File: config.mk
export PLATFORM = sky130hd
export DESIGN_NAME = iomem_fabric
export DESIGN_NICKNAME = d
export VERILOG_FILES = /design/src/rtl/iomem_fabric_pkg.sv /design/src/rtl/iomem_fabric_decode.sv /design/src/rtl/iomem_fabric.sv
export SDC_FILE = /design/constraint.sdc
export NUM_CORES = 1
export LEC_CHECK = 0
export CAP_MARGIN = 5
export CELL_PAD_IN_SITES_DETAIL_PLACEMENT = 1
export CELL_PAD_IN_SITES_GLOBAL_PLACEMENT = 2
export CORE_MARGIN = 2
export CORE_UTILIZATION = 26
export CTS_CLUSTER_SIZE = 8
export DETAILED_ROUTE_END_ITERATION = 10
export GPL_ROUTABILITY_DRIVEN = 1
export MAX_ROUTING_LAYER = met4
export PLACE_DENSITY = 0.89
export SYNTH_ARGS = -nofsm -noshare
export SYNTH_HDL_FRONTEND = slang
export SYNTH_HIERARCHICAL = 1
export SYNTH_SLANG_ARGS = --single-unit
File: constraint.sdc
create_clock -name clk -period 7.52 [get_ports clk]
set_input_delay 1.88 -clock clk [delete_from_list [all_inputs] [get_ports clk]]
set_output_delay 1.88 -clock clk [all_outputs]
set_load 0.01 [all_outputs]
File: src/rtl/iomem_fabric_pkg.sv
// iomem_fabric_pkg: shared FSM encoding and constants for the iomem bus fabric
package iomem_fabric_pkg;
  typedef enum logic [1:0] {S_IDLE, S_ACCESS, S_RESP} state_t;
  localparam logic [31:0] DEF_ERR_RDATA = 32'hDEAD_BEEF;
  localparam int ERR_CNT_W = 8;
endpackage

File: src/rtl/iomem_fabric_decode.sv
// iomem_fabric_decode: base/mask address decode to a lowest-index-wins one-hot hit vector
module iomem_fabric_decode #(
  parameter int NUM_SLAVES = 4,
  parameter logic [32*NUM_SLAVES-1:0] SLAVE_BASE = '0,
  parameter logic [32*NUM_SLAVES-1:0] SLAVE_MASK = '0
) (
  input  logic [31:0]           i_addr,
  output logic [NUM_SLAVES-1:0] o_hit,
  output logic                  o_any_hit
);
  logic [NUM_SLAVES-1:0] w_raw;
  for (genvar i = 0; i < NUM_SLAVES; i++) begin : g_hit
    assign w_raw[i] = (i_addr & SLAVE_MASK[32*i+:32]) == SLAVE_BASE[32*i+:32];
  end
  assign o_hit = w_raw & (~w_raw + NUM_SLAVES'(1));
  assign o_any_hit = |w_raw;
endmodule

File: src/rtl/iomem_fabric.sv
// iomem_fabric: table-decoded iomem fabric with registered slave handshake, timeout and sticky error capture
module iomem_fabric
  import iomem_fabric_pkg::*;
#(
  parameter int NUM_SLAVES = 4,
  parameter logic [32*NUM_SLAVES-1:0] SLAVE_BASE = {32'h0600_0000, 32'h0500_0000, 32'h0400_0000, 32'h0300_0000},
  parameter logic [32*NUM_SLAVES-1:0] SLAVE_MASK = {NUM_SLAVES{32'hFF00_0000}},
  parameter int TIMEOUT_CYCLES = 255,
  parameter logic [31:0] ERR_RDATA = DEF_ERR_RDATA
) (
  input  logic                    clk,
  input  logic                    reset,
  input  logic                    i_mem_valid,
  output logic                    o_mem_ready,
  input  logic [31:0]             i_mem_addr,
  input  logic [31:0]             i_mem_wdata,
  input  logic [3:0]              i_mem_wstrb,
  output logic [31:0]             o_mem_rdata,
  output logic [NUM_SLAVES-1:0]   o_slv_valid,
  input  logic [NUM_SLAVES-1:0]   i_slv_ready,
  output logic [31:0]             o_slv_addr,
  output logic [31:0]             o_slv_wdata,
  output logic [3:0]              o_slv_wstrb,
  input  logic [32*NUM_SLAVES-1:0] i_slv_rdata,
  output logic                    o_err_irq,
  input  logic                    i_err_clear,
  output logic [31:0]             o_err_addr,
  output logic [ERR_CNT_W-1:0]    o_err_count
);
  localparam logic [31:0] TO_LAST = 32'(TIMEOUT_CYCLES - 1);
  state_t                r_state;
  logic [31:0]           r_timer;
  logic                  r_mem_ready;
  logic [31:0]           r_mem_rdata;
  logic [NUM_SLAVES-1:0] r_slv_valid;
  logic [31:0]           r_slv_addr;
  logic [31:0]           r_slv_wdata;
  logic [3:0]            r_slv_wstrb;
  logic                  r_err_irq;
  logic [31:0]           r_err_addr;
  logic [ERR_CNT_W-1:0]  r_err_count;
  logic [NUM_SLAVES-1:0] w_hit;
  logic                  w_any_hit;
  logic [31:0]           w_slv_rdata;
  logic                  w_done;
  logic                  w_timeout;
  logic                  w_err;
  logic [31:0]           w_err_addr;
  iomem_fabric_decode #(
    .NUM_SLAVES(NUM_SLAVES),
    .SLAVE_BASE(SLAVE_BASE),
    .SLAVE_MASK(SLAVE_MASK)
  ) u_decode (
    .i_addr(i_mem_addr),
    .o_hit(w_hit),
    .o_any_hit(w_any_hit)
  );
  always_comb begin
    w_slv_rdata = '0;
    for (int i = 0; i < NUM_SLAVES; i++)
      w_slv_rdata = w_slv_rdata | (r_slv_valid[i] ? i_slv_rdata[32*i+:32] : 32'h0);
  end
  assign w_done = |(r_slv_valid & i_slv_ready);
  assign w_timeout = (TIMEOUT_CYCLES != 0) && (r_timer == TO_LAST);
  assign w_err = (r_state == S_IDLE && i_mem_valid && !w_any_hit) ||
                 (r_state == S_ACCESS && !w_done && w_timeout);
  assign w_err_addr = r_state == S_IDLE ? i_mem_addr : r_slv_addr;
  always_ff @(posedge clk or posedge reset) begin
    if (reset) begin
      r_state     <= S_IDLE;
      r_timer     <= '0;
      r_mem_ready <= 1'b0;
      r_mem_rdata <= '0;
      r_slv_valid <= '0;
      r_slv_addr  <= '0;
      r_slv_wdata <= '0;
      r_slv_wstrb <= '0;
      r_err_irq   <= 1'b0;
      r_err_addr  <= '0;
      r_err_count <= '0;
    end else begin
      r_mem_ready <= 1'b0;
      if (w_err) begin
        r_err_irq   <= 1'b1;
        r_err_addr  <= w_err_addr;
        r_err_count <= r_err_count == '1 ? r_err_count : r_err_count + ERR_CNT_W'(1);
      end else if (i_err_clear) begin
        r_err_irq <= 1'b0;
      end
      case (r_state)
        S_IDLE: if (i_mem_valid) begin
          r_slv_addr  <= i_mem_addr;
          r_slv_wdata <= i_mem_wdata;
          r_slv_wstrb <= i_mem_wstrb;
          r_slv_valid <= w_hit;
          r_state     <= w_any_hit ? S_ACCESS : S_RESP;
          r_mem_ready <= !w_any_hit;
          r_mem_rdata <= w_any_hit ? r_mem_rdata : ERR_RDATA;
        end
        S_ACCESS: begin
          r_timer <= r_timer + 32'd1;
          if (w_done || w_timeout) begin
            r_slv_valid <= '0;
            r_state     <= S_RESP;
            r_mem_ready <= 1'b1;
            r_mem_rdata <= w_done ? w_slv_rdata : ERR_RDATA;
          end
        end
        default: begin
          r_timer <= '0;
          r_state <= S_IDLE;
        end
      endcase
    end
  end
  assign o_mem_ready = r_mem_ready;
  assign o_mem_rdata = r_mem_rdata;
  assign o_slv_valid = r_slv_valid;
  assign o_slv_addr  = r_slv_addr;
  assign o_slv_wdata = r_slv_wdata;
  assign o_slv_wstrb = r_slv_wstrb;
  assign o_err_irq   = r_err_irq;
  assign o_err_addr  = r_err_addr;
  assign o_err_count = r_err_count;
endmodule

## Yosys cells after proc, flatten, opt, wreduce, memory -nomap -nowiden

Index checks and enable logic that the tools add are counted.

- Register bits after elaboration: 180
- Input bits: 204
- Output and inout bits: 146
- Logic and storage cells: 72

- Add/subtract/negate cells: 3
- Equality and inequality tests: 10
- Muxes and demuxes: 23
- Bitwise operators: 7
- Reductions and logical operators: 18

Operators with widths:

| cell | count |
|---|---|
| two-way mux 32 bit | 9 |
| case mux 32 bit (2 select lines) | 2 |
| OR 32 bit | 3 |
| adder 32 x 1 -> 32 bit, second input constant | 1 |
| equality test 32 x 8 -> 1 bit, second input constant | 1 |
| equality test 8 x 3 -> 1 bit, second input constant | 3 |
| adder 8 x 1 -> 8 bit, second input constant | 1 |
| bitwise AND 4 bit | 2 |
| equality test 8 x 2 -> 1 bit, second input constant | 1 |
| equality test 8 bit, second input constant | 1 |
| two-way mux 4 bit | 2 |
| case mux 4 bit (2 select lines) | 1 |
| OR reduction 4 bit | 2 |
| two-way mux 2 bit | 3 |
| AND reduction 2 bit | 3 |
| adder 4 x 1 -> 4 bit, second input constant | 1 |
| logical AND 1 bit | 4 |
| two-way mux 1 bit | 4 |
| != test 2 bit, second input constant | 2 |
| inverter 4 bit | 1 |
| case mux 2 bit (2 select lines) | 1 |
| AND reduction 4 bit | 1 |
| nonzero test 2 bit | 2 |
| AND reduction 3 bit | 1 |
| other kinds (7) | 9 |

## Depth between registers and ports, before layout

- Word-level depth: 7
- Gate-level depth with buffers: 9
- Gate-level depth less buffers: 7

## Hierarchy

The synthesis kept the hierarchy.

Modules (own cells, without submodules):

| module | times used | cells an instance | area an instance (µm²) | seq. area each (µm²) |
|---|---|---|---|---|
| iomem_fabric | 1 | 805 | 8431.8 | 4504.3 |
| iomem_fabric_decode | 1 | 10 | 78.8 | 0.0 |

## Worst setup path before layout

OpenSTA, ideal clock, no wires.

- Kind: input -> register
- Start: in i_mem_addr[29]
- End: reg r_err_addr[0] (netlist: o_err_addr[0])
- Setup time: 0.125 ns
- Arrival: 3.791 ns
- Required time: 7.395 ns
- Path slack: 3.604 ns
- Stages: 6
- Path buffers: 1
- Cells stage by stage: or4_4 a211oi_1 nor2_8 nor2_4 buf_6 mux2_4

- Cells in the longest elaborated chain, start to end: 5
- Elaborated cells on any way between the ends: 8
- Those cells by class: eq/ne: 4; reduce/logical: 4

Ends and longest elaborated chain:

| element | line | text |
|---|---|---|
| start, declared | iomem_fabric.sv:15 | `input logic [31:0] i_mem_addr,` |
| equality test 8 x 2 -> 1 bit / equality test 8 x 3 -> 1 bit (equally long branches) | iomem_fabric_decode.sv:13 | `assign w_raw[i] = (i_addr & SLAVE_MASK[32*i+:32]) == SLAVE_BASE[32*i+:32];` |
| OR reduction 4 bit * | iomem_fabric_decode.sv:16 | `assign o_any_hit = \|w_raw;` |
| net w_any_hit | iomem_fabric.sv:43 | `logic w_any_hit;` |
| zero test 1 bit * | iomem_fabric.sv:65 | `assign w_err = (r_state == S_IDLE && i_mem_valid && !w_any_hit) \|\|` |
| logical AND 1 bit * | iomem_fabric.sv:65 |  |
| logical OR 1 bit * | iomem_fabric.sv:65 |  |
| end signal, assigned | iomem_fabric.sv:85 | `r_err_addr <= w_err_addr;` |
| end, declared | iomem_fabric.sv:40 | `logic [31:0] r_err_addr;` |

Mark *: on every way through the listed nets, which the timed path passes. The rest lies on a longest branch.
A chain may end at the register's enable or synchronous reset.

## Worst setup path after layout

- Start: in i_mem_addr[29]
- End: reg r_err_addr[3] (netlist: o_err_addr[3])

Same word-level chain as after synthesis.

==> reports/qor.csv <==
stage,metric,value,unit
outcome,status,"complete, no violations",
pwr,p_seq_share,41.6,%
logic_synthesis,async_flop_share,100,%
timing,fmax,0.196,GHz
timing,rsz0062_at_grt,no,
clock_tree,clkLatencyLatePin,430,ps
placed_design,dp_slack,1920,ps
floorplan,io-pin-count,350,
clock_tree,clk_pin_slew,70,ps
clock_tree,cts_tree,yes,
pwr,combPwrFrac,26.6,%
global_route,grt_pass1_wl,44900,microns
critical_path,arrival,5420,ps
logic_synthesis,yosysWarnings,6,
routing,wl_per_cell,18.7,microns
timing,fin_skew,11.7,ps
critical_path,r2r-end,o_err_addr[3]$_DFFE_PP0P_,
logic_synthesis,synth_top_area_cell,dfrtp_1,
min_path,hold_end,o_slv_wdata[30]$_DFFE_PP0N_,
timing,min_period,5110,ps
critical_path,crit_type,in2reg,
timing,fin_crit_sh,67.9,%
pwr,ir_drop,0.000147,V
pwr,clkPwrFrac,31.7,%
clock_tree,postCtsHoldBufs,0,
critical_path,path_max_fanout,25,
routing,first_pass_iters,4,
global_route,grt-ovfl-total,0,
pwr,p_leak,5.57,nW
logic_synthesis,synth.most_common_cell,nand2_1,
clock_tree,cts_resized,0,
timing,worst_slew_pin_slew,1030,ps
timing,setup_viol,0,
clock_tree,postCtsSetupBuffers,0,
logic_synthesis,ys_top_cells_by_area,"dfrtp_1, nand2_1, mux2_2, mux2_4, a221oi_1",
timing,relSlewSlack,31.0,%
pwr,switching_share,29.6,%
min_path,holdPathStages,2,
critical_path,cp_data_required_time,7830,ps
placed_design,portBuffers,349,
min_path,hold_class,reg2reg,
logic_synthesis,synth_ff_type,dfrtp_1,
logic_synthesis,synthesis.area,8510,sq um
critical_path,cp.buffers_inverters,2,
logic_synthesis,synth_common_cells,"nand2_1, dfrtp_1, clkbuf_1",
timing,hold_ws,472,ps
logic_synthesis,synth_top_area_share,52.9,%
routing,ant_nets,0,
clock_tree,clock_sinks,180,
placed_design,place_hpwl,21200,microns
critical_path,r2r_start,o_slv_valid[2]$_DFFE_PP0P_,
critical_path,startpoint,i_mem_addr[29],
pwr,internal_power,2.01,mW
finish,drive_gt1_share,10.7,%
critical_path,crit_family,simple AND/OR/NAND/NOR gates,
global_route,grt_antenna_before_repair,0,
routing,vias_per_cell,4.69,
critical_path,rrSetupSlack,4250,ps
logic_synthesis,avgSynthCellArea,10.4,sq um
logic_synthesis,synth_nets,1022,
critical_path,path_cells,clkdlybuf4s50_1 > or4_4 > a211oi_1 > nor2_8 > nor2_4 > buf_4 > mux2_4,
finish,nNetsFinal,1348,
finish,antenna_cells,0,
timing,finalHoldViolations,0,
timing,setup_slack,2410,ps
routing,drc,0,
logic_synthesis,ys_seq_area_share,52.9,%
floorplan,placementRows,66,
critical_path,slowest_stage,nor2_4,
floorplan,start_util,26.3,%
placed_design,gp_congestion,0.741,
critical_path,worstSetupEndpointType,flip-flop,
logic_synthesis,synth.distinct_cells,52,
finish,fin_util,40.2,%
floorplan,die_h,185,microns
clock_tree,numCtsBuffers,17,
routing,totalWireLength,29800,microns
logic_synthesis,syn_inst,815,
global_route,grt_pass1_vias,8036,
global_route,grt_util_all_layers,17.5,%
clock_tree,htreeDepth,4,
pwr,power_density,219,nW/um^2
floorplan,die-area,34200,sq um
pwr,p_sw,844,uW
floorplan,coreArea,32400,sq um
logic_synthesis,yosys_register_bits,180,
routing,first_iter_violations,298,
finish,fillCellCount,3619,
critical_path,reg2reg_depth,7,
clock_tree,clockBufferDepth,2,
min_path,hold_start,o_slv_wdata[30]$_DFFE_PP0N_,
finish,syn_to_final_growth,53.0,%
global_route,grt_max_degree,92,
timing,finalSetupTns,0,ps
clock_tree,cts_root_buf,clkbuf_16,
pwr,p_total,2.85,mW
routing,vias,7485,
logic_synthesis,synth_edf_count,0,
timing,drv_slew,0,
critical_path,slowest_delay,840,ps
floorplan,die_w,185,microns
run,maxCapViolCount,0,
critical_path,startpoint_type,input pin,
## worst min-delay path, cell delays in order, from the launching register on
cell and delay [ps]:
dfrtp_1 340, nand2_1 50, nand2_1 50
## final cells by class
type,count,area (sq um),area share (%)
multi-input combinational,570,3740,28.7
clock buffer,17,425,3.27
inverter,13,53.8,0.413
timing repair buffer,359,3580,27.5
sequential,180,4500,34.6
tap,442,553,4.25
clock inverter,15,164,1.26
## worst max path at each step
stage	slack [ps]	depth (start not counted)	to
after detailed placement	1920	7	o_err_addr[1]$_DFFE_PP0P_
after global placement	1990	7	o_err_addr[2]$_DFFE_PP0P_
after global routing	2300	7	o_err_addr[5]$_DFFE_PP0P_
after floorplan	750	1	o_err_addr[0]$_DFFE_PP0P_
after CTS	2380	7	o_err_addr[3]$_DFFE_PP0P_
final	2410	7	o_err_addr[3]$_DFFE_PP0P_
## state kept, by name, indices dropped and copies added (netlist names)
name / count
o_err_addr: 32
o_err_count: 8
o_err_irq: 1
o_mem_rdata: 32
o_mem_ready: 1
o_slv_addr: 32
o_slv_valid: 4
o_slv_wdata: 32
o_slv_wstrb: 4
r_state: 2
r_timer: 32
## cells by family after synthesis
family	share of synthesized area (%)
buf+inv	3.34
simple gates	17.9
mux	10.7
compound gates	11.8
xor+xnor	2.88
fa+ha+maj	0.441
flops	52.9
## cell usage in the layout, fill, tap and decap left out, drive strengths merged, types with 2 or more instances in the layout
master,n
clkdlybuf4s50,349
and2,6
inv,19
or3,2
nor2,41
dfrtp,180
and3,6
nand4,11
a2bb2oi,24
a22oi,2
or4,3
nor2b,3
a221oi,32
nand2,229
a21oi,5
ha,3
clkinvlp,2
and4,5
buf,10
xor2,24
a22o,32
o21ai,10
o22ai,8
clkinv,6
nand2b,4
o211ai,2
xnor2,4
clkbuf,17
nor4,7
nand3b,2
nand3,18
mux2,70
nor3,4
## power by group through the flow
stage | Combinational [mW] | Sequential (mW) | Clock (mW)
2_1_floorplan | 0.265 | 1.24 | 0
3_3_place_gp | 0.756 | 1.20 | 0
3_5_place_dp | 0.771 | 1.20 | 0
4_1_cts | 0.775 | 1.19 | 0.946
5_1_grt | 0.820 | 1.21 | 0.982
6_report | 0.760 | 1.19 | 0.906
## metal layers
| layer | vias to the layer above | wire (microns) | GRT usage [%] |
|---|---|---|---|
| met2 | 275 | 14600 | 29.8 |
| met3 | 12 | 3000 | 6.29 |
| li1 | 3492 | - | - |
| met4 | 0 | 217 | 3.40 |
| met5 | - | 0 | - |
| met1 | 3706 | 12000 | 19.8 |
## per-stage QoR
stage,instances,instance area (sq um)
2_1_floorplan,815,8510
3_3_place_gp,1564,12400
3_5_place_dp,1564,12400
4_1_cts,1596,13000
5_1_grt,1596,13000
6_report,1596,13000
Note: power is estimated with default switching activity, not from simulation.
